==> src/rtl/i_mem_loader.sv <==
// Serial program loader: shifts 16-bit words in MSB-first, writes each to instruction memory, then pulses cpu_start.
// mem_we rises the cycle after a word's 16th valid bit; no backpressure on sdi, so a bit that arrives during WRITE is dropped and flagged in overrun.
module i_mem_loader (
    input  logic        clk,
    input  logic        rst_n,
    input  logic        enable,
    input  logic        load,
    input  logic [7:0]  base_addr,
    input  logic [7:0]  load_len,
    input  logic        sdi,
    input  logic        sdi_valid,
    output logic [7:0]  mem_addr,
    output logic        mem_we,
    output logic [15:0] mem_dataout,
    output logic        cpu_start,
    output logic        busy,
    output logic        done,
    output logic        overrun
);

    typedef enum logic [2:0] {IDLE, SHIFT, WRITE, START, DONE} state_t;

    state_t      state_q, state_d;
    logic [7:0]  addr_q, addr_d;
    logic [7:0]  len_q, len_d;
    logic [7:0]  word_cnt_q, word_cnt_d;
    logic [3:0]  bit_cnt_q, bit_cnt_d;
    logic [15:0] shreg_q, shreg_d;
    logic [15:0] dout_q, dout_d;
    logic        ovr_q, ovr_d;
    logic        load_acc;
    logic        last_bit;

    assign load_acc = enable && load && (state_q == IDLE || state_q == DONE);
    assign last_bit = sdi_valid && (bit_cnt_q == 4'hF);

    always_ff @(posedge clk or negedge rst_n) begin
        if (!rst_n) begin
            state_q <= IDLE;
        end else begin
            state_q <= state_d;
        end
    end

    always_comb begin
        state_d = state_q;
        if (enable) begin
            case (state_q)
                IDLE, DONE: if (load) state_d = (load_len == 8'd0) ? START : SHIFT;
                SHIFT:      if (last_bit) state_d = WRITE;
                WRITE:      state_d = (word_cnt_q + 8'd1 == len_q) ? START : SHIFT;
                START:      state_d = DONE;
                default:    state_d = IDLE;
            endcase
        end
    end

    always_ff @(posedge clk or negedge rst_n) begin
        if (!rst_n) begin
            addr_q     <= 8'd0;
            len_q      <= 8'd0;
            word_cnt_q <= 8'd0;
            bit_cnt_q  <= 4'd0;
            shreg_q    <= 16'd0;
            dout_q     <= 16'd0;
            ovr_q      <= 1'b0;
        end else begin
            addr_q     <= addr_d;
            len_q      <= len_d;
            word_cnt_q <= word_cnt_d;
            bit_cnt_q  <= bit_cnt_d;
            shreg_q    <= shreg_d;
            dout_q     <= dout_d;
            ovr_q      <= ovr_d;
        end
    end

    always_comb begin
        addr_d     = addr_q;
        len_d      = len_q;
        word_cnt_d = word_cnt_q;
        bit_cnt_d  = bit_cnt_q;
        shreg_d    = shreg_q;
        dout_d     = dout_q;
        ovr_d      = ovr_q;
        if (load_acc) begin
            addr_d     = base_addr;
            len_d      = load_len;
            word_cnt_d = 8'd0;
            bit_cnt_d  = 4'd0;
            shreg_d    = 16'd0;
            ovr_d      = 1'b0;
        end else if (enable && state_q == SHIFT && sdi_valid) begin
            shreg_d   = {shreg_q[14:0], sdi};
            bit_cnt_d = bit_cnt_q + 4'd1;
            // Latch the finished word separately so mem_dataout keeps the last written word while the next one shifts in.
            if (last_bit) dout_d = {shreg_q[14:0], sdi};
        end else if (enable && state_q == WRITE) begin
            addr_d     = addr_q + 8'd1;
            word_cnt_d = word_cnt_q + 8'd1;
            if (sdi_valid) ovr_d = 1'b1;
        end
    end

    always_comb begin
        mem_we    = enable && (state_q == WRITE);
        cpu_start = enable && (state_q == START);
        busy      = (state_q == SHIFT) || (state_q == WRITE) || (state_q == START);
        done      = (state_q == DONE);
    end

    assign mem_addr    = addr_q;
    assign mem_dataout = dout_q;
    assign overrun     = ovr_q;

endmodule
==> config.mk <==
export PLATFORM = sky130hd
export DESIGN_NAME = i_mem_loader
export DESIGN_NICKNAME = d
export VERILOG_FILES = /design/src/rtl/i_mem_loader.sv
export SDC_FILE = /design/constraint.sdc
export NUM_CORES = 1
export LEC_CHECK = 0
export CAP_MARGIN = 5
export CORE_MARGIN = 3
export CORE_UTILIZATION = 57
export CTS_CLUSTER_SIZE = 14
export DETAILED_ROUTE_END_ITERATION = 8
export PLACE_DENSITY_LB_ADDON = 0.25
export SYNTH_ARGS = -nofsm -noshare
export SYNTH_HDL_FRONTEND = slang
export SYNTH_SLANG_ARGS = --single-unit
==> constraint.sdc <==
create_clock -name clk -period 4.5 [get_ports clk]
set_input_delay 0.9 -clock clk [delete_from_list [all_inputs] [get_ports clk]]
set_output_delay 0.9 -clock clk [all_outputs]
set_load 0.02 [all_outputs]
Yosys cells after proc, flatten, opt, wreduce, memory -nomap -nowiden:

Cells that the tools add are included.
W data, S select, Z words.

* word-level logic and storage cells: 60
* bits in registers: 63

* reductions and logical operators: 20
* add/subtract/negate cells: 3
* muxes and demuxes: 19
* equal/unequal tests: 9
* bitwise operators: 1

Operators by type and width (count)
* $mux W8: 6
* $mux W15: 2
* $add A8 B1 Y8 const B: 2
* $pmux W3 S4: 1
* $reduce_and A3 Y1: 3
* $eq A8 B8 Y1: 1
* $logic_not A8 Y1: 1
* $mux W4: 2
* $logic_and A1 B1 Y1: 7
* $eq A3 B2 Y1 const B: 2
* $mux W3: 2
* $ne A2 B2 Y1 const B: 3
* $reduce_bool A2 Y1: 3
* $add A4 B1 Y4 const B: 1
* $eq A4 B4 Y1 const B: 1
* $mux W1: 4
* $mux W2: 2
* $eq A3 B1 Y1 const B: 1
* $eq A3 B3 Y1 const B: 1
* $logic_not A3 Y1: 1
* $logic_or A1 B1 Y1: 3
* $reduce_and A2 Y1: 1
* $reduce_or A2 Y1: 1
* $not A1 Y1: 1

Depth between registers and ports, before layout:

* depth after elaboration: 5
* depth in mapped cells: 8

Worst setup path after synthesis:

No wires, ideal clock.

* path type: input to output
* from: input port enable
* to: output port mem_we
* data arrival time: 1.349 ns
* path buffers: 1
* data required time: 3.600 ns
* stages on the path: 3
* setup slack: 2.251 ns
* path through: nand4bb_1 -> inv_1 -> buf_2

* word-level cells in the longest chain between the ends: 1

Ends and longest elaborated chain
* start, declared: RTL line 6 `input logic enable,`
* $logic_and A1 B1 Y1: RTL line 106 `mem_we = enable && (state_q == WRITE);`
* end, declared: RTL line 13 `output logic mem_we,`

Every way passes these cells.

Final worst setup path:

Same ends and word-level chain as after synthesis.

==> implementation parameters <==
Parameter                              Value

Run status
  Outcome    completed

Die
  Die area    6160 µm²
  Placeable core area    4910 µm²
  Starting Density    61.0%
  Chip width    78.5 µm
  Overall die height    78.5 µm
  IO Pins    51
  # rows    25

Synthesis
  Post-synthesis instance area    3000 µm²
  Top area cells in the synthesized netlist    sky130_fd_sc_hd__dfrtp_1 53%, sky130_fd_sc_hd__mux2_2 5.6%, sky130_fd_sc_hd__mux2_4 5.0%, sky130_fd_sc_hd__a22o_1 4.7%, sky130_fd_sc_hd__o21ai_0 3.8%
  Cells after synthesis    268
  Proportion of netlist area held by the largest area contributor    52.6%
  Share of flip-flops with an asynchronous set or reset after synthesis    100%
  Number of distinct library cells after synthesis    48
  Most frequent cells after synthesis    63 x sky130_fd_sc_hd__dfrtp_1, 27 x sky130_fd_sc_hd__nand2_1, 23 x sky130_fd_sc_hd__o21ai_0
  Post-synthesis cell type with the largest combined area    sky130_fd_sc_hd__dfrtp_1
  Count leader, synth    sky130_fd_sc_hd__dfrtp_1
  Average footprint of a synthesized cell    11.2 µm²
  Adder-cell share of the synthesized area    1.25%
  Primary FF master, synth    sky130_fd_sc_hd__dfrtp_1
  Main combinational cell family by area after synthesis    compound AO/OA/AOI/OAI gates
  Post-Synth XOR/XNOR Area    3.22%
  Net count after synthesis    293
  Number of warning messages in the yosys log    0
  Seq/Total Area, Yosys    52.6%
  Post-Synth Simple-Gate Area    13.4%
  Post-synth EDFFs    0
  Share of synthesized area spent on multiplexers    10.6%
  Synthesis-stage register bit count    63
  Compound-gate portion of the synthesized area    15.5%

Power and ir drop
  Leakage dissipation    1.65 nW
  Combinational cell fraction of total power    28.7%
  Switching power summed over all nets    0.675 mW
  Switching fraction of total power    33.2%
  VDD IR-drop max    0.345 mV
  PwrDens    543 nW/µm²
  Clock group share of total power    27.5%
  Flop pwr share    43.8%
  Pint    1.36 mW

Clock tree
  Count of cells resized by post-cts repair    0
  CTS tree    built
  CTS H-tree lvls    3
  Clock edge transition at the registers on the reported setup and hold paths    0.07 ns
  CTS max path bufs    2
  Hold buffer count at cts    0
  Num CTS Buffers    9
  Number of buffers inserted by post-CTS setup repair    0
  Clock root buffer    sky130_fd_sc_hd__clkbuf_8
  Count of clock tree sinks    63
  Clock latency on the worst-skew pair    0.34 ns

GRT
  Antenna violations before repair    0
  Total GRT Usage    21.6%
  Maximum number of pins on one net before global-route repair    45
  Global-route wire length before repair    10,500 µm
  GRT overflow    0
  Number of global-route vias before repair    2,222

Placement
  # port buffers    50
  GPL Wtd Cong    0.835
  Post-DP HPWL    4150 µm
  Post-Place Worst Slack    0.970 ns
  Post-DP Area    3510 µm²

Setup path
  Critical path capture point type    output port
  Critical Path Source Type    input port
  Req. time, crit path    3.60 ns
  Critical Path AT    2.65 ns
  Crit path max fanout    11
  Kind of critical path    input port to output port

STA
  Worst Clk Skew    0.00788 ns
  Post-route worst setup slack    0.949 ns
  Post-Route Hold Slack    0.513 ns
  Headroom to the max-slew limit    36.8%
  Share of the clock period used by the worst path    78.9%
  Final Setup Violations    0
  Time the worst path needs with I/O delays and setup    3.55 ns
  Fmax    282 MHz
  Final-layout setup total negative slack    0 ns
  Count of final max-slew check failures    0
  Setup repair after global routing missed its margin    no
  Slew @ Worst Pin    0.948 ns
  Hold violation count in the final report    0

Drt
  Antenna-violating nets left    0
  Wire length after detailed routing    6170 µm
  # DRC    0
  Number of detailed-routing iterations run before antenna repair    4
  DRT iter0 DRCs    179
  Via density per instance    5.79
  Routed WL per cell    15.9 µm
  Routed vias    2,251

Min path
  Path category of the worst min-delay check    flop to flop

Flow run
  Number of max-cap violations    0

Layout
  Proportion of layout cells with a drive suffix above 1    14.9%
  Growth of design area from synthesis to finish    25.0%
  Fillers    350
  Nets    342
  Antenna fix cells    0
  Area of all placed cells without fillers    3740 µm²
==> metrics by stage <==
step	utilization (%)	total power, mW	cells
after CTS	76.3	2.04	389
after global routing	76.3	2.15	389
final	76.3	2.04	389
after detailed placement	71.6	1.48	373
after floorplan	-	1.25	268
after global placement	71.6	1.44	373
==> worst max-delay path: stages <==
cell	delay, ns
sky130_fd_sc_hd__clkdlybuf4s50_1	0.61
sky130_fd_sc_hd__nand4bb_1	0.15
sky130_fd_sc_hd__inv_1	0.31
sky130_fd_sc_hd__clkdlybuf4s50_1	0.68
==> metal layers <==
| metal | wire length [µm] | GRT usage, % |
|---|---|---|
| met3 | 341 | 4.70 |
| met4 | 138 | 9.62 |
| met2 | 2760 | 33.2 |
| met5 | 0 | 0 |
| met1 | 2940 | 29.4 |
==> flip-flops by register name, summed over array words and instances, names as in the netlist <==
| signal | flops |
|---|---|
| mem_addr | 8 |
| overrun | 1 |
| bit_cnt_q | 4 |
| len_q | 8 |
| state_q | 3 |
| shreg_q | 15 |
| mem_dataout | 16 |
| word_cnt_q | 8 |
==> final timing paths <==
| check | start | endpoint | slack (ns) | cells after the start |
|---|---|---|---|---|
| min in group asynchronous | rst_n | word_cnt_q[5]$_DFFE_PN0P_ | 0.70 | 1 |
| min reg2reg | mem_dataout[0]$_DFFE_PN0P_ | mem_dataout[0]$_DFFE_PN0P_ | 0.51 | 1 |
| min | mem_dataout[0]$_DFFE_PN0P_ | mem_dataout[0]$_DFFE_PN0P_ | 0.51 | 1 |
| max reg2reg | state_q[2]$_DFFE_PN0P_ | mem_dataout[4]$_DFFE_PN0P_ | 2.08 | 4 |
| max | enable | mem_we | 0.95 | 4 |
| max in group asynchronous | rst_n | mem_addr[1]$_DFFE_PN0P_ | 2.97 | 2 |
==> cells in the final DEF, fill, tap and decap left out, drive strengths merged, types with 2 or more instances in the layout <==
| cell type | n |
|---|---|
| a21oi | 7 |
| a22o | 16 |
| a31oi | 4 |
| and2 | 3 |
| and3 | 3 |
| and3b | 2 |
| buf | 4 |
| bufinv | 2 |
| clkbuf | 10 |
| clkdlybuf4s50 | 49 |
| clkinvlp | 2 |
| dfrtp | 63 |
| ha | 3 |
| inv | 5 |
| mux2 | 25 |
| nand2 | 27 |
| nand3 | 7 |
| nand4 | 4 |
| nor2 | 16 |
| nor2b | 3 |
| nor4 | 4 |
| o211ai | 4 |
| o21ai | 24 |
| o311ai | 2 |
| o31ai | 4 |
| xnor2 | 5 |
| xor2 | 6 |
==> logic make-up (layout without fill, tap and decap cells) <==
logic type               Yosys count  count (layout)
AO/OA/AOI/OAI                     69              69
XOR/XNOR                          11              11
adder cells (fa/ha/maj)            3               3
buffers and inverters             19              73
flip-flops                        63              63
multiplexers                      25              25
AND/OR/NAND/NOR                   78              78
==> power groups by stage <==
| stage | logic [mW] | registers, mW | clock network [mW] |
|---|---|---|---|
| after floorplan | 0.345 | 0.902 | 0 |
| after global placement | 0.557 | 0.888 | 0 |
| after detailed placement | 0.582 | 0.895 | 0 |
| after CTS | 0.591 | 0.887 | 0.567 |
| after global routing | 0.645 | 0.915 | 0.594 |
| final | 0.585 | 0.891 | 0.559 |
==> final cells by class <==
| class | count | area [µm²] | share of cell area (%) |
|---|---|---|---|
| inverters | 4 | 15.0 | 0.401 |
| well taps | 67 | 83.8 | 2.24 |
| clock buffers | 10 | 138 | 3.68 |
| repair buffers | 53 | 518 | 13.8 |
| clock inverters | 6 | 92.6 | 2.47 |
| multi-input cells | 186 | 1320 | 35.3 |
| flip-flops and latches | 63 | 1580 | 42.1 |
Note: power is estimated with default switching activity, not from simulation.
